[config.mk]
export PLATFORM = sky130hd
export DESIGN_NAME = gate_arbiter_flat
export DESIGN_NICKNAME = d
export VERILOG_FILES = /design/src/rtl/gate_arb_pkg.sv /design/src/rtl/gate_arbiter_if.sv /design/src/rtl/gate_rr_pick.sv /design/src/rtl/gate_arbiter.sv /design/src/flat_wrapper.sv
export SDC_FILE = /design/constraint.sdc
export NUM_CORES = 1
export LEC_CHECK = 0
export BUFFER_PORTS_ARGS = -buffer_cell sky130_fd_sc_hd__buf_2
export CELL_PAD_IN_SITES_DETAIL_PLACEMENT = 1
export CELL_PAD_IN_SITES_GLOBAL_PLACEMENT = 1
export CORE_ASPECT_RATIO = 0.6
export CORE_MARGIN = 2
export CORE_UTILIZATION = 30
export DETAILED_ROUTE_END_ITERATION = 10
export GPL_TIMING_DRIVEN = 1
export PLACE_DENSITY_LB_ADDON = 0.2
export SLEW_MARGIN = 20
export SYNTH_ARGS = -nofsm -noshare
export SYNTH_HDL_FRONTEND = slang
export SYNTH_SLANG_ARGS = --single-unit
[constraint.sdc]
create_clock -name clk -period 5.09 [get_ports clk]
set_input_delay 0.509 -clock clk [delete_from_list [all_inputs] [get_ports clk]]
set_output_delay 0.509 -clock clk [all_outputs]
set_load 0.005 [all_outputs]
[src/rtl/gate_arb_pkg.sv]
// rtl/gate_arb_pkg.sv - shared types, side constants and width helper for the gate arbiter
package gate_arb_pkg;

  typedef enum logic [1:0] {
    IDLE  = 2'd0,
    GRANT = 2'd1,
    OPEN  = 2'd2
  } gate_state_e;

  localparam logic SIDE_LEFT  = 1'b0;
  localparam logic SIDE_RIGHT = 1'b1;

  function automatic int cnt_width(input int capacity);
    return $clog2(capacity + 1);
  endfunction

endpackage

[src/rtl/gate_arbiter_if.sv]
// rtl/gate_arbiter_if.sv - gate request/grant, barrier and occupancy signals with master/slave views
interface gate_arbiter_if #(
  parameter int ID_W     = 7,
  parameter int CAPACITY = 8
) ();
  localparam int CNT_W = gate_arb_pkg::cnt_width(CAPACITY);

  logic             req_left;
  logic             req_right;
  logic [ID_W-1:0]  id_left;
  logic [ID_W-1:0]  id_right;
  logic             exit_pulse;
  logic             grant_left;
  logic             grant_right;
  logic             barrier_open;
  logic [ID_W-1:0]  barrier_id;
  logic [CNT_W-1:0] count;
  logic             full;
  logic             empty;
  logic             err_exit;

  modport master (
    output req_left, req_right, id_left, id_right, exit_pulse,
    input  grant_left, grant_right, barrier_open, barrier_id, count, full, empty, err_exit
  );

  modport slave (
    input  req_left, req_right, id_left, id_right, exit_pulse,
    output grant_left, grant_right, barrier_open, barrier_id, count, full, empty, err_exit
  );
endinterface

[src/rtl/gate_rr_pick.sv]
// rtl/gate_rr_pick.sv - one-hot two-way pick; GATE_ARB_RR_EN selects pointer tie-break, else left wins
module gate_rr_pick
  import gate_arb_pkg::*;
(
  input  logic       req_left,
  input  logic       req_right,
  input  logic       ptr,
  output logic [1:0] pick
);

  logic left_wins_tie;

`ifdef GATE_ARB_RR_EN
  assign left_wins_tie = (ptr == SIDE_LEFT);
`else
  logic unused_ptr;
  assign unused_ptr    = ptr;
  assign left_wins_tie = 1'b1;
`endif

  always_comb begin
    pick = 2'b00;
    if (req_left && (!req_right || left_wins_tie)) begin
      pick[SIDE_LEFT] = 1'b1;
    end else if (req_right) begin
      pick[SIDE_RIGHT] = 1'b1;
    end
  end

endmodule

[src/rtl/gate_arbiter.sv]
// rtl/gate_arbiter.sv - shared-entrance arbiter: grant FSM, barrier timer, occupancy count
// GATE_ARB_RR_EN builds the round-robin pointer; without it the tie-break is fixed left priority.
module gate_arbiter
  import gate_arb_pkg::*;
#(
  parameter int CAPACITY    = 8,
  parameter int ID_W        = 7,
  parameter int OPEN_CYCLES = 4
) (
  input logic           clk,
  input logic           rst,
  gate_arbiter_if.slave bus
);

  localparam int CNT_W = cnt_width(CAPACITY);
  localparam int OC_W  = $clog2(OPEN_CYCLES + 1);
  localparam logic [CNT_W-1:0] CAP_CNT = CNT_W'(CAPACITY);

  gate_state_e      state_q, state_d;
  logic             side_q, side_d;
  logic [OC_W-1:0]  open_cnt_q, open_cnt_d;
  logic [CNT_W-1:0] count_q, count_d;
  logic [ID_W-1:0]  barrier_id_q, barrier_id_d;
  logic             err_exit_q, err_exit_d;
  logic             ptr;
  logic [1:0]       pick;
  logic             full, empty, entry, leave;

  // Occupancy flags come from the registered count, so a same-cycle exit cannot open a full lot.
  assign full  = (count_q == CAP_CNT);
  assign empty = (count_q == '0);

  gate_rr_pick u_pick (
    .req_left  (bus.req_left),
    .req_right (bus.req_right),
    .ptr       (ptr),
    .pick      (pick)
  );

  always_comb begin
    state_d      = state_q;
    side_d       = side_q;
    open_cnt_d   = open_cnt_q;
    barrier_id_d = barrier_id_q;
    entry        = 1'b0;
    case (state_q)
      IDLE: begin
        if (!full && (pick != 2'b00)) begin
          entry        = 1'b1;
          side_d       = pick[SIDE_RIGHT] ? SIDE_RIGHT : SIDE_LEFT;
          barrier_id_d = pick[SIDE_RIGHT] ? bus.id_right : bus.id_left;
          state_d      = GRANT;
        end
      end
      GRANT: begin
        open_cnt_d = OC_W'(OPEN_CYCLES - 1);
        state_d    = OPEN;
      end
      OPEN: begin
        if (open_cnt_q == '0) begin
          state_d = IDLE;
        end else begin
          open_cnt_d = open_cnt_q - 1'b1;
        end
      end
      default: state_d = IDLE;
    endcase

    leave   = bus.exit_pulse && !empty;
    count_d = count_q;
    if (entry && !leave) begin
      count_d = count_q + 1'b1;
    end else if (!entry && leave) begin
      count_d = count_q - 1'b1;
    end
    err_exit_d = err_exit_q | (bus.exit_pulse & empty);
  end

`ifdef GATE_ARB_RR_EN
  logic ptr_q, ptr_d;

  // Pointer favours the side that did not win the latest grant.
  always_comb begin
    ptr_d = ptr_q;
    if (entry) begin
      ptr_d = ~side_d;
    end
  end

  always_ff @(posedge clk) begin
    if (rst) begin
      ptr_q <= SIDE_LEFT;
    end else begin
      ptr_q <= ptr_d;
    end
  end

  assign ptr = ptr_q;
`else
  assign ptr = SIDE_LEFT;
`endif

  always_ff @(posedge clk) begin
    if (rst) begin
      state_q      <= IDLE;
      side_q       <= SIDE_LEFT;
      open_cnt_q   <= '0;
      count_q      <= '0;
      barrier_id_q <= '0;
      err_exit_q   <= 1'b0;
    end else begin
      state_q      <= state_d;
      side_q       <= side_d;
      open_cnt_q   <= open_cnt_d;
      count_q      <= count_d;
      barrier_id_q <= barrier_id_d;
      err_exit_q   <= err_exit_d;
    end
  end

  assign bus.grant_left   = (state_q == GRANT) && (side_q == SIDE_LEFT);
  assign bus.grant_right  = (state_q == GRANT) && (side_q == SIDE_RIGHT);
  assign bus.barrier_open = (state_q == OPEN);
  assign bus.barrier_id   = barrier_id_q;
  assign bus.count        = count_q;
  assign bus.full         = full;
  assign bus.empty        = empty;
  assign bus.err_exit     = err_exit_q;

endmodule

[src/flat_wrapper.sv]
// flat-port wrapper written by rule: the top's interface ports become plain ports
module gate_arbiter_flat import gate_arb_pkg::*;
#(
  parameter int CAPACITY    = 8,
  parameter int ID_W        = 7,
  parameter int OPEN_CYCLES = 4
)
  (clk, rst, bus_req_left, bus_req_right, bus_id_left, bus_id_right, bus_exit_pulse, bus_grant_left, bus_grant_right, bus_barrier_open, bus_barrier_id, bus_count, bus_full, bus_empty, bus_err_exit);
  gate_arbiter_if #(.ID_W(ID_W), .CAPACITY(CAPACITY)) bus_i ();
  input logic clk;
  input logic rst;
  input wire logic [$bits(bus_i.req_left)-1:0] bus_req_left;
  input wire logic [$bits(bus_i.req_right)-1:0] bus_req_right;
  input wire logic [$bits(bus_i.id_left)-1:0] bus_id_left;
  input wire logic [$bits(bus_i.id_right)-1:0] bus_id_right;
  input wire logic [$bits(bus_i.exit_pulse)-1:0] bus_exit_pulse;
  output wire logic [$bits(bus_i.grant_left)-1:0] bus_grant_left;
  output wire logic [$bits(bus_i.grant_right)-1:0] bus_grant_right;
  output wire logic [$bits(bus_i.barrier_open)-1:0] bus_barrier_open;
  output wire logic [$bits(bus_i.barrier_id)-1:0] bus_barrier_id;
  output wire logic [$bits(bus_i.count)-1:0] bus_count;
  output wire logic [$bits(bus_i.full)-1:0] bus_full;
  output wire logic [$bits(bus_i.empty)-1:0] bus_empty;
  output wire logic [$bits(bus_i.err_exit)-1:0] bus_err_exit;
  assign bus_i.req_left = bus_req_left;
  assign bus_i.req_right = bus_req_right;
  assign bus_i.id_left = bus_id_left;
  assign bus_i.id_right = bus_id_right;
  assign bus_i.exit_pulse = bus_exit_pulse;
  assign bus_grant_left = bus_i.grant_left;
  assign bus_grant_right = bus_i.grant_right;
  assign bus_barrier_open = bus_i.barrier_open;
  assign bus_barrier_id = bus_i.barrier_id;
  assign bus_count = bus_i.count;
  assign bus_full = bus_i.full;
  assign bus_empty = bus_i.empty;
  assign bus_err_exit = bus_i.err_exit;
  gate_arbiter #(.CAPACITY(CAPACITY), .ID_W(ID_W), .OPEN_CYCLES(OPEN_CYCLES)) u_core (.clk(clk), .rst(rst), .bus(bus_i));
endmodule
==> results summary, run 1 <==
At the worst endpoint, the arrival time is 3220 ps. The H-tree depth is 1. The number of port buffers came out at 35. The peak supply drop is 0.202 mV.

Setup repair after global routing left no endpoint under its margin. The vias per cell is 4.76. The worst setup margin is 2020 ps. Leaving out fill and tap cells, the most frequent cell in the layout is buf_2.

The sequential fraction of the synthesis area is 0.372. The maximum clock path buffer count is 2. The worst clock skew is 3.28 ps. The data required time of the critical path is 5240 ps. The number of gates given a new drive strength after cts came out at 0. The final worst-path cycle share came out at 0.604. The die height is a little under 50 um. In this run the worst hold path is classified as reg -> reg. The static leakage power came out at 0.542 nW. The critical path is of the reg -> reg type. The flow ran to the end, and the final reports show no timing, DRC or antenna violations. TritonCTS built the clock tree.

The area growth from synthesis to final layout came out at 25.5%. Summed over all layers, the routed wires come to 2.31 mm. The root buffer cell is clkbuf_8. The DRC marker count from the first detailed-route iteration is 15.

The residual antenna-violating net count after detailed routing is 0. The average wire per cell in the routed design is approximately 13 um. The overall global routing resource usage came out at 0.137. Timing analysis after detailed placement gives a worst setup slack of 2010 ps.

The initial utilization of the core area, before any placement, comes to 0.327. The die outline width is 77.4 um. Buffers added to address setup during post-CTS repair amount to 0. The pin count of the biggest net entering global routing is 20. The half-perimeter wire length of the detailed placement result came out at roughly 1.8 mm. The total negative slack for setup checks came out at 0 ps. The total power divided by cell area came out at 493 nW/um2. The first detailed-routing pass took 4 iterations. The global-route wire length before repair is 3.82 mm. The worst relative slew slack is 0.393. The clock latency reported for the late side of the worst-skew pair is 250 ps. Leaving out fill and tap cells, the most frequent cells in the layout are buf_2 (35), dfxtp_1 (18), nor2_1 (17).

The via count of the first global-routing pass is 853. The kind of launch point of the worst setup path is a flip-flop. The clock-pin slew on the worst setup and hold paths came out at 70 ps.

The number of instances in the synthesized netlist is ~100. The repair_antennas step left the layout with diodes totalling 0. The number of endpoints failing setup at the final stage is 0.

The count of pins on the block boundary is 36. The final-report max-slew violation count came to 0. The final layout contains between 150 and 200 nets. The number of nets in the synthesized netlist is 128. The area enclosed by the die boundary came out at around 3700 um2. The peak fanout along the critical path came out at 17. The number of hold buffers added after CTS was 0. Of the cells placed in the final design, the portion with a size suffix greater than 1 is 0.326. The count of yosys warnings during synthesis is 0. The number of core rows came out at 15. The number of antenna violations at the first check in global routing came out at 0. The standard cell core area came out at ~3000 um2. The worst setup path is captured at a flip-flop. The remaining global-route overflow is 0. Routability-driven placement finished with a final weighted congestion of 0.797.

Counting distinct cell types in the post-synthesis netlist gives 30. Timing would allow up to 0.325 GHz. The total of flip-flops plus latches after synthesis came out at 18.

The slew at the pin closest to its max-slew limit is approximately 900 ps. The post-synthesis instance area is around 970 um2. At the end of the flow the core is filled with cells to 0.410. The total via count after detailed routing is 842.

Counting the buffers created by CTS gives 3. The max capacitance violation total is 0. For this run, design rule violations remaining after detail routing come to 0. The final number of hold-violating endpoints is 0. The total clock sinks is 18. The post-layout minimum cycle time came out at 3070 ps. The worst hold slack came out at 470 ps. The mean cell area of the mapped netlist came out at 9.40 um2.
layout make-up:
cell class                      instances  area [um2]
Inverter                                4        15.0
Multi-Input combinational cell         74         557
Tap cell                               42        52.6
Fill cell                             386        1750
Timing Repair Buffer                   35         175
Sequential cell                        18         360
Clock buffer                            4        55.1
worst paths after layout:
| path | start | cells after the start | slack, ps | endpoint |
|---|---|---|---|---|
| max reg2reg | u_core.bus.count[0]$_SDFFE_PP0P_ | 9 | 2020 | u_core.bus.count[3]$_SDFFE_PP0P_ |
| min reg2reg | u_core.bus.err_exit$_SDFF_PP0_ | 2 | 470 | u_core.bus.err_exit$_SDFF_PP0_ |
| max | u_core.bus.count[0]$_SDFFE_PP0P_ | 9 | 2020 | u_core.bus.count[3]$_SDFFE_PP0P_ |
| min | u_core.bus.err_exit$_SDFF_PP0_ | 2 | 470 | u_core.bus.err_exit$_SDFF_PP0_ |
routing by layer:
layer / up-vias / share of wire / GRT usage
met5: - / 0 / 0
met4: 0 / 0.0035 / 0.0429
met3: 2 / 0.060 / 0.0491
met2: 25 / 0.50 / 0.256
met1: 392 / 0.43 / 0.155
li1: 423 / - / -
registers in the layout (all words and copies together), names as in the netlist:
| signal | count |
|---|---|
| u_core.bus.barrier_id | 7 |
| u_core.bus.count | 4 |
| u_core.bus.err_exit | 1 |
| u_core.open_cnt_q | 3 |
| u_core.side_q | 1 |
| u_core.state_q | 2 |
cell families (layout without fill, tap and decap cells):
group | Yosys count | in the layout | synth area share
XOR/XNOR | 2 | 2 | 0.0181
multiplexers | 12 | 12 | 0.125
AO/OA/AOI/OAI | 18 | 18 | 0.128
adder cells (fa/ha/maj) | 6 | 6 | 0.0853
buffers and inverters | 11 | 43 | 0.0530
AND/OR/NAND/NOR | 36 | 36 | 0.218
flip-flops | 18 | 18 | 0.372
report_power, final:
part	switching, mW	total (mW)	leakage (nW)	internal, mW
clock	0.0491	0.118	0.0288	0.0687
combinational	0.134	0.262	0.364	0.129
sequential	0.0422	0.219	0.149	0.177
total	0.225	0.600	0.542	0.375
worst max-delay path, cell delays in order, from the launching register on:
cell,delay [ps]
dfxtp_1,510
nor4b_4,110
nor4_4,760
ha_1,290
inv_1,100
ha_1,340
a21oi_1,230
a211oi_1,110
a31oi_1,170
mux2_2,350
metrics by stage:
step	power, mW	instances	instance area (um2)
floorplan	0.408	103	968
global placement	0.474	173	1160
detailed placement	0.490	173	1160
CTS	0.612	177	1210
global route	0.652	177	1210
finish	0.600	177	1210
synthesized netlist by cell type, drive strengths merged:
library cell | number | area share
a221oi | 2 | 0.018
o21ai | 1 | 0.0052
nor4 | 2 | 0.028
inv | 4 | 0.015
a31oi | 1 | 0.0065
nor2b | 4 | 0.026
fa | 1 | 0.021
nor2 | 18 | 0.072
a21oi | 6 | 0.031
nand2 | 3 | 0.012
clkbuf | 3 | 0.012
xor2 | 1 | 0.0090
nand3b | 2 | 0.015
a211oi | 8 | 0.067
dfxtp | 18 | 0.37
ha | 5 | 0.065
mux2i | 11 | 0.11
mux2 | 1 | 0.012
and2 | 1 | 0.0065
nor4b | 2 | 0.034
xnor2 | 1 | 0.0090
nand2b | 3 | 0.019
buf | 4 | 0.026
nand3 | 1 | 0.0052
Note: power is estimated with default switching activity, not from simulation.
==> run 2, diff against run 1 <==
--- a/config.mk
+++ b/config.mk
@@ -5,6 +5,7 @@
 export SDC_FILE = /design/constraint.sdc
 export NUM_CORES = 1
 export LEC_CHECK = 0
+export ABC_AREA = 1
 export BUFFER_PORTS_ARGS = -buffer_cell sky130_fd_sc_hd__buf_2
 export CELL_PAD_IN_SITES_DETAIL_PLACEMENT = 1
 export CELL_PAD_IN_SITES_GLOBAL_PLACEMENT = 1
==> constraint.sdc (replaced) <==
create_clock -name clk -period 3 [get_ports clk]
set_input_delay 0.3 -clock clk [delete_from_list [all_inputs] [get_ports clk]]
set_output_delay 0.3 -clock clk [all_outputs]
set_load 0.005 [all_outputs]
==> run 2 against run 1 <==
Non-clock buffer count unchanged; clock-buffer cell count is the same; worst hold slack got worse by 160 ps; critical path depth up 3; global-route usage grew 0.66 points; cell count up 36%; flip-flop and latch count unchanged; routed wire length grew 15%; critical endpoint unchanged; highest routed layer unchanged.
==> results summary, run 2 <==
The path class of the lowest-slack min-delay path was in -> reg (was reg -> reg). The post-layout minimum cycle time came out at 2170 ps (was 3070 ps). The share of synthesized flip-flops with an asynchronous set or reset was 0 (unchanged). The mean cell area of the mapped netlist is 6.59 um2 (was 9.40 um2). The switching component of the power came to 0.459 mW (was 0.225 mW).

The area enclosed by the die boundary came out at 3970 um2 (was 3710 um2). The clock latency reported for the late side of the worst-skew pair was 250 ps (about the same). The clock tree from TritonCTS was built (unchanged). The combinational power share is 0.487 (was 0.438).

The part of the power in the clock network came out at 0.182 (was 0.197). The multiplexer fraction of the synthesized cell area came out at 0 (was 0.125). The sequential fraction of the synthesis area is 0.346 (was 0.372).

The via count of the first global-routing pass came to 1059 (was 853). The fraction of layout instances using a drive strength above 1 came out at 0.272 (was 0.326). The flip-flop count of the largest register after layout is 7 (unchanged). The kind of launch point of the worst setup path is a flip-flop (unchanged). The xor/xnor share of the synthesized area is 0.00841 (was 0.0181). The data required time of the critical path came out at 3160 ps (was 5240 ps).

The maximum clock path buffer count is 2 (unchanged). The number of instances in the synthesized netlist is 158 (was 103). The number of setup buffers added after CTS came out at 0 (unchanged). The post-detailed-route DRC marker count was 0 (unchanged). The DRC marker count from the first detailed-route iteration came to 19 (was 15). The global placement routability congestion is 0.776 (was 0.797). The CTS buffer count is 3 (unchanged).

The global-route wire length before repair came out at 4.56 mm (was 3.82 mm). The residual antenna-violating net count after detailed routing came out at 0 (unchanged). The final-report max-slew violation count came out at 0 (unchanged). The area fraction in and, or, nand and nor cells after synthesis came to 0.395 (was 0.218). The switching share of power is 0.416 (was 0.375). The number of port buffers is 35 (unchanged). The number of gates given a new drive strength after cts came to 0 (unchanged). The hold-fix buffer count after cts is 0 (unchanged). Synth top area cells: dfxtp_1 (35%), nand2_1 (20%), inv_1 (9.4%), nor2_1 (7.2%), ha_1 (6.0%) (was dfxtp_1 (37%), mux2i_1 (11%), nor2_1 (6.6%), ha_1 (6.5%), a211oi_1 (5.4%)).

The primary flip-flop cell chosen by synthesis mapping is dfxtp_1 (unchanged). The data arrival time of the critical path is 2320 ps (was 3220 ps). The top cell type by total area after synthesis is dfxtp_1 (unchanged). The overall global routing resource usage came out at 0.144 (was 0.137). The half-perimeter wire length of the detailed placement result came out at 2.18 mm (was 1.80 mm).

The die height was 49.6 um (was 48.0 um). The internal reg-to-reg setup slack is 830 ps (was 2020 ps). The critical path capture point type is a flip-flop (unchanged).

The synthesized netlist net count is 183 (was 128). The start of the worst register-to-register path was u_core.bus.count[0]$_SDFFE_PP0P_ (unchanged). The combinational family with the most area after synthesis was simple AND/OR/NAND/NOR gates (unchanged).

The clock-pin slew on the worst setup and hold paths was 70 ps (about the same). The remaining global-route overflow came out at 0 (unchanged). The H-tree depth was 1 (unchanged). Outcome: finished, final reports clean (unchanged). The number of antenna violations at the first check in global routing is 0 (unchanged). The final number of hold-violating endpoints is 0 (unchanged). The starting density of the core came out at 0.317 (was 0.327). The antenna diode count is 0 (unchanged). The internal power came to 0.645 mW (was 0.375 mW).

The worst hold slack came out at 312 ps (was 470 ps). The layout filler cell count is 456 (was 386). The depth of the worst register-to-register path came out at 12 (was 9). The vias per cell came out at 4.33 (was 4.76). The number of endpoints failing setup at the final stage is 0 (unchanged).

The synthesized-area fraction occupied by ao, oa, aoi and oai cells is 0.0493 (was 0.128). The root buffer cell is clkbuf_8 (unchanged). Setup repair after global routing missed its margin: false (unchanged). The total of flip-flops plus latches after synthesis came to 18 (unchanged). The count of pins on the block boundary is 36 (unchanged). The worst flop-to-flop path endpoint is u_core.bus.count[3]$_SDFFE_PP0P_ (unchanged). The total power divided by cell area was 848 nW/um2 (was 493 nW/um2).

The static leakage power is 0.752 nW (was 0.542 nW). The leading cell type in the layout, fill and taps excluded is nand2_1 (was buf_2). The fraction of power consumed by sequential logic is 0.331 (was 0.366).

The number of core rows came to 16 (was 15). The standard cell core area came out at 3280 um2 (was 2970 um2). Highest-count cells in the layout ignoring fill and taps: nand2_1 (55), buf_2 (35), inv_1 (26) (was buf_2 (35), dfxtp_1 (18), nor2_1 (17)). The total wire length is 2.67 mm (was 2.31 mm). The hold path depth was 2 (unchanged). The most repeated cell in the gate-level netlist after synthesis was nand2_1 (was dfxtp_1).

Top cells by count, synth: nand2_1 (55), inv_1 (26), nor2_1 (20) (was dfxtp_1 (18), nor2_1 (17), mux2i_1 (11)). The worst relative slew slack came to 0.716 (was 0.393). The max capacitance violation total is 0 (unchanged). The peak fanout along the critical path came to 18 (was 17). The die outline width was 80.1 um (was 77.4 um). The total via count after detailed routing is 1040 (was 842). The slew at the pin closest to its max-slew limit was 426 ps (was 903 ps).

The share of synthesized cell area in full adder, half adder and majority cells is 0.0793 (was 0.0853). The total negative slack for setup checks came to 0 ps (unchanged). The maximum achievable frequency came out at 0.462 GHz (was 0.325 GHz).

The type of the setup path with the least slack is reg -> reg (unchanged). The number of flops mapped to enable cells by yosys is 0 (unchanged). The pin count of the biggest net entering global routing is 19 (was 20). The final worst-path cycle share is 0.722 (was 0.604). The average wire per cell in the routed design is 11.1 um (was 13.1 um).

The post-synthesis instance area came to 1040 um2 (was 968 um2). The worst clock skew came to 0.848 ps (was 3.28 ps). The count of yosys warnings during synthesis is 0 (unchanged).

The hold path startpoint is rst (was u_core.bus.err_exit$_SDFF_PP0_). The area growth from synthesis to final layout came out at 25.1% (was 25.5%). The number of library cell types mapped by synthesis came out at 19 (was 30).

The endpoint of the worst hold path is u_core.bus.err_exit$_SDFF_PP0_ (unchanged). The total clock sinks is 18 (unchanged). The final net count was 221 (was 161). The first-pass iteration count of the detailed router came out at 4 (unchanged). The peak supply drop is 0.341 mV (was 0.202 mV). The area share of the largest cell type after synthesis came out at 0.346 (was 0.372).
[run 2: how the worst max path moves through the flow]
stage	startpoint	to	slack [ps]	depth (start not counted)
after floorplan	u_core.bus.count[0]$_SDFFE_PP0P_	u_core.bus.count[3]$_SDFFE_PP0P_	950	13
after global routing	u_core.bus.count[0]$_SDFFE_PP0P_	u_core.bus.count[3]$_SDFFE_PP0P_	670	12
after global placement	bus_req_right	u_core.bus.count[3]$_SDFFE_PP0P_	860	13
final	u_core.bus.count[0]$_SDFFE_PP0P_	u_core.bus.count[3]$_SDFFE_PP0P_	830	12
after CTS	u_core.bus.count[0]$_SDFFE_PP0P_	u_core.bus.count[3]$_SDFFE_PP0P_	810	12
after detailed placement	bus_req_right	u_core.bus.count[3]$_SDFFE_PP0P_	780	13
[run 2: power by group through the flow]
stage / Clock (mW) / Combinational (mW) / Sequential, mW
6_report: 0.201 / 0.538 / 0.366
5_1_grt: 0.223 / 0.631 / 0.378
2_1_floorplan: 0 / 0.393 / 0.370
4_1_cts: 0.208 / 0.551 / 0.368
3_3_place_gp: 0 / 0.518 / 0.368
3_5_place_dp: 0 / 0.546 / 0.374
[run 2: cell type report]
cell class | instances | area (um2) | area share
timing repair buffer | 35 | 175 | 0.134
inverter | 27 | 101 | 0.0778
tap | 45 | 56.3 | 0.0432
sequential | 18 | 360 | 0.277
multi-input combinational | 111 | 554 | 0.426
clock buffer | 4 | 55.1 | 0.0423
[run 2: worst max-delay path: stages, from the launching register on]
cell and delay (ps):
dfxtp_1 390, nor2_4 140, nand3_2 100, nand2_4 220, inv_1 70, ha_1 210
inv_1 120, ha_1 260, or2_2 290, nand3_1 80, nand3_1 70, nand2_1 60
inv_1 30
[run 2: cells by family after synthesis]
group,after synthesis
buffers and inverters,29
adder cells (fa/ha/maj),6
AO/OA/AOI/OAI,10
flip-flops,18
XOR/XNOR,1
AND/OR/NAND/NOR,94
[run 2: through the flow]
stage | power [mW] | util | cells | area, um2 | setup slack, ps
5_1_grt | 1.23 | 0.397 | 240 | 1300 | 667
3_5_place_dp | 0.920 | 0.380 | 236 | 1250 | 781
4_1_cts | 1.13 | 0.397 | 240 | 1300 | 809
3_3_place_gp | 0.886 | 0.380 | 236 | 1250 | 856
2_1_floorplan | 0.763 | - | 158 | 1040 | 954
6_report | 1.10 | 0.397 | 240 | 1300 | 835
[run 2: per-layer routing]
layer / up-vias / routed length, um / GRT usage
li1: 542 / - / -
met1: 477 / 1320 / 0.186
met2: 19 / 1230 / 0.246
met3: 2 / 111 / 0.0403
met4: 0 / 8 / 0.0198
met5: - / 0 / 0
